[config.mk]
export PLATFORM = sky130hd
export DESIGN_NAME = fifo_sync_param
export DESIGN_NICKNAME = d
export VERILOG_FILES = /design/src/rtl/fifo_pkg.sv /design/src/rtl/fifo_ram.sv /design/src/rtl/fifo_sync_param.sv
export SDC_FILE = /design/constraint.sdc
export NUM_CORES = 1
export LEC_CHECK = 0
export CORE_ASPECT_RATIO = 1.25
export CORE_MARGIN = 3
export CORE_UTILIZATION = 26
export DETAILED_ROUTE_END_ITERATION = 16
export REMOVE_ABC_BUFFERS = 1
export SLEW_MARGIN = 20
export SYNTH_ARGS = -nofsm -noshare
export SYNTH_HDL_FRONTEND = slang
export SYNTH_HIERARCHICAL = 1
export SYNTH_SLANG_ARGS = --single-unit
[constraint.sdc]
create_clock -name clk -period 7.07 [get_ports clk]
set_input_delay 1.414 -clock clk [delete_from_list [all_inputs] [get_ports clk]]
set_output_delay 1.414 -clock clk [all_outputs]
set_load 0.005 [all_outputs]
[src/rtl/fifo_pkg.sv]
// Shared helpers for the parametrised synchronous FIFO: width math and
// elaboration-time legality check of the parameter set.
package fifo_pkg;

    function automatic int clog2_f(input int value);
        int res;
        res = 32'sd0;
        for (int i = 32'sd0; i < 32'sd31; i++) begin
            if ((32'sd1 <<< i) < value) begin
                res = i + 32'sd1;
            end
        end
        return res;
    endfunction

    function automatic bit is_pow2_f(input int value);
        return (value > 32'sd0) && ((value & (value - 32'sd1)) == 32'sd0);
    endfunction

    function automatic bit params_legal_f(input int data_w, input int depth,
                                          input int af_level, input int ae_level);
        return (data_w >= 32'sd1) && (depth >= 32'sd4) && is_pow2_f(depth) &&
               (af_level >= 32'sd1) && (af_level <= depth) &&
               (ae_level >= 32'sd0) && (ae_level <= depth - 32'sd1);
    endfunction

    localparam int DEF_DEPTH = 32'sd64;
    localparam int AW        = clog2_f(DEF_DEPTH);
    localparam int CW        = AW + 32'sd1;

endpackage

[src/rtl/fifo_ram.sv]
// DEPTH x DATA_W register array: one synchronous write port, one
// asynchronous read port. Contents are intentionally not reset.
module fifo_ram #(
    parameter int DATA_W = 8,
    parameter int DEPTH  = 64,
    parameter int AW     = 6
) (
    input  logic              clk,
    input  logic              we,
    input  logic [AW-1:0]     waddr,
    input  logic [DATA_W-1:0] wdata,
    input  logic [AW-1:0]     raddr,
    output logic [DATA_W-1:0] rdata
);

    logic [DATA_W-1:0] mem_r [DEPTH];

    // Storage write port
    always_ff @(posedge clk) begin
        if (we) begin
            mem_r[waddr] <= wdata;
        end
    end

    assign rdata = mem_r[raddr];

endmodule

[src/rtl/fifo_sync_param.sv]
// Parametrised single-clock FIFO with programmable almost levels, optional
// first-word-fall-through read, synchronous flush and sticky error flags.
module fifo_sync_param
    import fifo_pkg::*;
#(
    parameter  int DATA_W   = 8,
    parameter  int DEPTH    = 64,
    parameter  int AF_LEVEL = 48,
    parameter  int AE_LEVEL = 8,
    parameter  int FWFT     = 0,
    localparam int PAW      = clog2_f(DEPTH),
    localparam int PCW      = PAW + 32'sd1
) (
    input  logic              clk,
    input  logic              rst_n,
    input  logic              flush,
    input  logic              wr_en,
    input  logic [DATA_W-1:0] din,
    input  logic              rd_en,
    output logic [DATA_W-1:0] dout,
    output logic              empty,
    output logic              full,
    output logic              almost_full,
    output logic              almost_empty,
    output logic [PCW-1:0]    count,
    output logic              overflow,
    output logic              underflow,
    input  logic              clr_err
);

    if (!params_legal_f(DATA_W, DEPTH, AF_LEVEL, AE_LEVEL)) begin : g_bad_params
        $error("fifo_sync_param: illegal DEPTH/AF_LEVEL/AE_LEVEL combination");
    end

    localparam logic [PAW-1:0] PTR_ONE  = {{(PAW-1){1'b0}}, 1'b1};
    localparam logic [PCW-1:0] CNT_ONE  = {{(PCW-1){1'b0}}, 1'b1};
    localparam logic [PCW-1:0] CNT_FULL = PCW'(DEPTH);
    localparam logic [PCW-1:0] CNT_AF   = PCW'(AF_LEVEL);
    localparam logic [PCW-1:0] CNT_AE   = PCW'(AE_LEVEL);

    logic [PAW-1:0]    wr_ptr_r;
    logic [PAW-1:0]    rd_ptr_r;
    logic [PCW-1:0]    count_r;
    logic [PCW-1:0]    count_nxt_s;
    logic              empty_r;
    logic              full_r;
    logic              af_r;
    logic              ae_r;
    logic              ovf_r;
    logic              unf_r;
    logic [DATA_W-1:0] dout_r;
    logic [DATA_W-1:0] ram_rdata_s;
    logic              wr_ok_s;
    logic              rd_ok_s;
    logic              ovf_set_s;
    logic              unf_set_s;

    // Accept/reject decisions from the pre-edge flags and the next occupancy
    always_comb begin
        wr_ok_s     = 1'b0;
        rd_ok_s     = 1'b0;
        ovf_set_s   = 1'b0;
        unf_set_s   = 1'b0;
        count_nxt_s = count_r;
        if (flush) begin
            count_nxt_s = {PCW{1'b0}};
        end else begin
            wr_ok_s   = wr_en & ~full_r;
            rd_ok_s   = rd_en & ~empty_r;
            ovf_set_s = wr_en & full_r;
            unf_set_s = rd_en & empty_r;
            case ({wr_ok_s, rd_ok_s})
                2'b10:   count_nxt_s = count_r + CNT_ONE;
                2'b01:   count_nxt_s = count_r - CNT_ONE;
                default: count_nxt_s = count_r;
            endcase
        end
    end

    // Occupancy register and flags decoded from the next occupancy
    always_ff @(posedge clk or negedge rst_n) begin
        if (!rst_n) begin
            count_r <= {PCW{1'b0}};
            empty_r <= 1'b1;
            full_r  <= 1'b0;
            af_r    <= 1'b0;
            ae_r    <= 1'b1;
        end else begin
            count_r <= count_nxt_s;
            empty_r <= (count_nxt_s == {PCW{1'b0}});
            full_r  <= (count_nxt_s == CNT_FULL);
            af_r    <= (count_nxt_s >= CNT_AF);
            ae_r    <= (count_nxt_s <= CNT_AE);
        end
    end

    // Read/write pointers; power-of-two depth makes them wrap naturally
    always_ff @(posedge clk or negedge rst_n) begin
        if (!rst_n) begin
            wr_ptr_r <= {PAW{1'b0}};
            rd_ptr_r <= {PAW{1'b0}};
        end else if (flush) begin
            wr_ptr_r <= {PAW{1'b0}};
            rd_ptr_r <= {PAW{1'b0}};
        end else begin
            if (wr_ok_s) begin
                wr_ptr_r <= wr_ptr_r + PTR_ONE;
            end
            if (rd_ok_s) begin
                rd_ptr_r <= rd_ptr_r + PTR_ONE;
            end
        end
    end

    // Registered read data for the non-FWFT mode; holds between pops
    always_ff @(posedge clk or negedge rst_n) begin
        if (!rst_n) begin
            dout_r <= {DATA_W{1'b0}};
        end else if (flush) begin
            dout_r <= {DATA_W{1'b0}};
        end else if (rd_ok_s) begin
            dout_r <= ram_rdata_s;
        end
    end

    // Sticky error flags; a set condition wins over a simultaneous clear
    always_ff @(posedge clk or negedge rst_n) begin
        if (!rst_n) begin
            ovf_r <= 1'b0;
            unf_r <= 1'b0;
        end else begin
            if (ovf_set_s) begin
                ovf_r <= 1'b1;
            end else if (clr_err) begin
                ovf_r <= 1'b0;
            end
            if (unf_set_s) begin
                unf_r <= 1'b1;
            end else if (clr_err) begin
                unf_r <= 1'b0;
            end
        end
    end

    fifo_ram #(
        .DATA_W (DATA_W),
        .DEPTH  (DEPTH),
        .AW     (PAW)
    ) u_ram (
        .clk   (clk),
        .we    (wr_ok_s),
        .waddr (wr_ptr_r),
        .wdata (din),
        .raddr (rd_ptr_r),
        .rdata (ram_rdata_s)
    );

    // In FWFT mode the head word is presented straight from the array
    assign dout         = (FWFT != 0) ? ram_rdata_s : dout_r;
    assign empty        = empty_r;
    assign full         = full_r;
    assign almost_full  = af_r;
    assign almost_empty = ae_r;
    assign count        = count_r;
    assign overflow     = ovf_r;
    assign underflow    = unf_r;

endmodule

==> run_results.csv <==
group,metric,value,unit
sta,rsz0062_at_grt,"no",
final_layout,drive_above_1_share,22.3,%
setup_path,endpoint_kind,"flip-flop",
placement,place.gp.congestion,0.783,
power_and_ir_drop,pwr-share-seq,49.5,%
routing,dr.pass1.iters,5,
die,rows,118,
worst_hold_path,hold_path.startpoint,"overflow$_DFFE_PN0P_",
setup_path,critPathArrivalTime,5000,ps
die,die_x,265,um
placement,place_ws,1750,ps
setup_path,cp_max_fo,12,
routing,drc,0,
clocking,numCtsBuffers,53,
clocking,clock_tree.htree_level_count,2,
synthesis,synth-main-ff-cell,"edfxtp_1",
sta,fmax,0.209,GHz
setup_path,cp_slowest_cell,"nor2b_1",
synthesis,synth.most_common_cell,"edfxtp_1",
global_routing,first_global_vias,11389,
clocking,cts_buffer_depth,3,
die,die_h,330,um
global_routing,grt_pass1_wl,74700,um
die,die-area,0.0874,sq mm
synthesis,synth_top_area_share,70.5,%
clocking,clock_latency,600,ps
routing,routedWlPerCell,21.5,um
global_routing,grt_use_total,11.3,%
setup_path,critPathLaunch,"wr_en",
die,io_pins,35,
power_and_ir_drop,p_per_area,298,mW/mm^2
synthesis,syn_inst,1126,
sta,setup_viol,0,
synthesis,yosysSeqAreaShare,74.3,%
power_and_ir_drop,swShare,23.7,%
die,start_util,26.3,%
clocking,cts_root_buf,"clkbuf_16",
setup_path,start_kind,"input port",
sta,fin_crit,4780,ps
sta,hold_viol_final,0,
synthesis,yosysTopAreaCell,"edfxtp_1",
power_and_ir_drop,p_leak,0.00744,uW
setup_path,crit_required,7290,ps
worst_hold_path,hp-class,"flip-flop to flip-flop",
final_layout,nets,1190,
synthesis,synth_area,0.0218,sq mm
synthesis,synth_warnings,6,
synthesis,ys_types,61,
routing,initialDrtViolationCount,1095,
power_and_ir_drop,irDropWorstVdd,0.173,mV
final_layout,diodes,0,
placement,portBuffers,34,
clocking,cts_hold_buf,0,
power_and_ir_drop,internal_power,5690,uW
setup_path,critPathMaxStageDelay,760,ps
setup_path,path_cells,"clkdlybuf4s50_1 > nor2b_1 > inv_2 > nor2_1 > nor2b_1 > nand3_1 > nor2_1",
global_routing,grt_max_degree,66,
clocking,cts_setup_buffers,0,
routing,vias,10884,
sta,slew_violations,0,
clocking,cts_resized,0,
job,max-cap-violations,0,
routing,via_per_inst,4.75,
synthesis,avgSynthCellArea,19.4,sq um
clocking,cts_sinks,545,
routing,wirelength,49200,um
sta,fin_crit_sh,67.6,%
routing,final_antenna_net_count,0,
sta,skew,17.1,ps
sta,setup-tns-final,0,ps
sta,holdWs,525,ps
sta,fin_ws,2290,ps
clocking,clk_pin_slew,60,ps
synthesis,synth_seq_cells,545,
sta,tightest_slew,948,ps
status,status,"finished, final reports clean",
die,coreArea,0.0830,sq mm
sta,slew_headroom,36.0,%
placement,dpl.hpwl,29800,um
synthesis,synthTopCellsByCount,"edfxtp_1 (512), mux4_2 (126), nor2_1 (101), nand2_1 (49), dfrtp_1 (31)",
power_and_ir_drop,clock_power_share,37.9,%
final_layout,syn2layout_area_growth,14.7,%
clocking,cts_tree,"built",
setup_path,regToRegStartpoint,"full$_DFF_PN0_",
synthesis,synth.area.top_cells,"edfxtp_1 (70%), mux4_2 (13%), dfrtp_1 (3.6%)",
global_routing,overflow,0,
synthesis,synthArstFlopShare,6.06,%
power_and_ir_drop,combPwrFrac,12.6,%
power_and_ir_drop,p_sw,1770,uW
setup_path,worstSetupPathType,"input port to flip-flop",
synthesis,synth-edff-count,512,
global_routing,antenna_found_initial,1,
power_and_ir_drop,total_power,7450,uW
routing by layer:
layer / GRT usage [%] / routed length, um
met5: 0 / 13
met4: 3.94 / 1500
met3: 2.24 / 2940
met2: 19.3 / 24500
met1: 14.4 / 20300
layout by cell type, fill, tap and decap left out, drive strengths merged, types with 9 or more instances in the layout:
cell and n:
o22ai 12, nand2 49, inv 11, mux2i 24, buf 30, nand2b 10
clkdlybuf4s50 26, clkinv 19, o21ai 9, nor2b 18, nor2 101, nor3 9
edfxtp 512, a21oi 22, mux2 16, clkbuf 60, nand3 14, mux4 126
dfrtp 31
worst max-delay path, delay by kind of cell:
kind	cells	cell delay [ps]
simple gates	5	2910
buf+inv	2	660
power by group through the flow:
stage,Sequential (uW),Clock (uW),Combinational (uW)
final,3690,2830,937
after global placement,3760,0,941
after CTS,3690,2890,951
after floorplan,3800,0,633
after detailed placement,3760,0,947
after global routing,3700,3040,1010
metrics by stage:
| step | util (%) | cell area [sq um] | cells |
|---|---|---|---|
| after floorplan | - | 21400 | 1061 |
| after CTS | 30.1 | 25000 | 2293 |
| final | 30.1 | 25000 | 2293 |
| after global routing | 30.1 | 25000 | 2293 |
| after global placement | 28.0 | 23300 | 2197 |
| after detailed placement | 28.0 | 23300 | 2197 |
cell families after synthesis:
logic type / synth area share (%)
DFF: 74.3
buffers and inverters: 1.89
adders and majority gates: 0.229
xor gates and xnor gates: 0.585
AOI/OAI and AO/OA: 3.18
muxes: 14.9
and+or+nand+nor: 4.90
worst paths after layout:
| path | end | slack (ps) | cells after the start |
|---|---|---|---|
| hold reg to reg | overflow$_DFFE_PN0P_ | 530 | 2 |
| max in group asynchronous | rd_ptr_r[1]$_DFFE_PN0P_ | 5480 | 2 |
| min in group asynchronous | count[1]$_DFF_PN0_ | 1230 | 2 |
| hold / removal | overflow$_DFFE_PN0P_ | 530 | 2 |
| setup / recovery | u_ram/mem_r[46][6]$_DFFE_PP_ | 2290 | 7 |
| setup reg to reg | u_ram/mem_r[46][6]$_DFFE_PP_ | 3210 | 6 |
registers in the layout (all words and copies together), names as in the netlist, 6 cells and up:
| register | cells |
|---|---|
| u_ram/mem_r | 512 |
| dout | 8 |
| count | 7 |
| rd_ptr_r | 6 |
| wr_ptr_r | 6 |
cell type report:
| class | count | area (sq um) |
|---|---|---|
| clock buffers | 60 | 1350 |
| clock inverters | 36 | 388 |
| fillers | 8018 | 58000 |
| inverters | 7 | 26.3 |
| multi-input cells | 509 | 5200 |
| flip-flops and latches | 545 | 16200 |
| well taps | 1080 | 1350 |
| repair buffers | 56 | 478 |
Power figures use the tool's default switching activity.
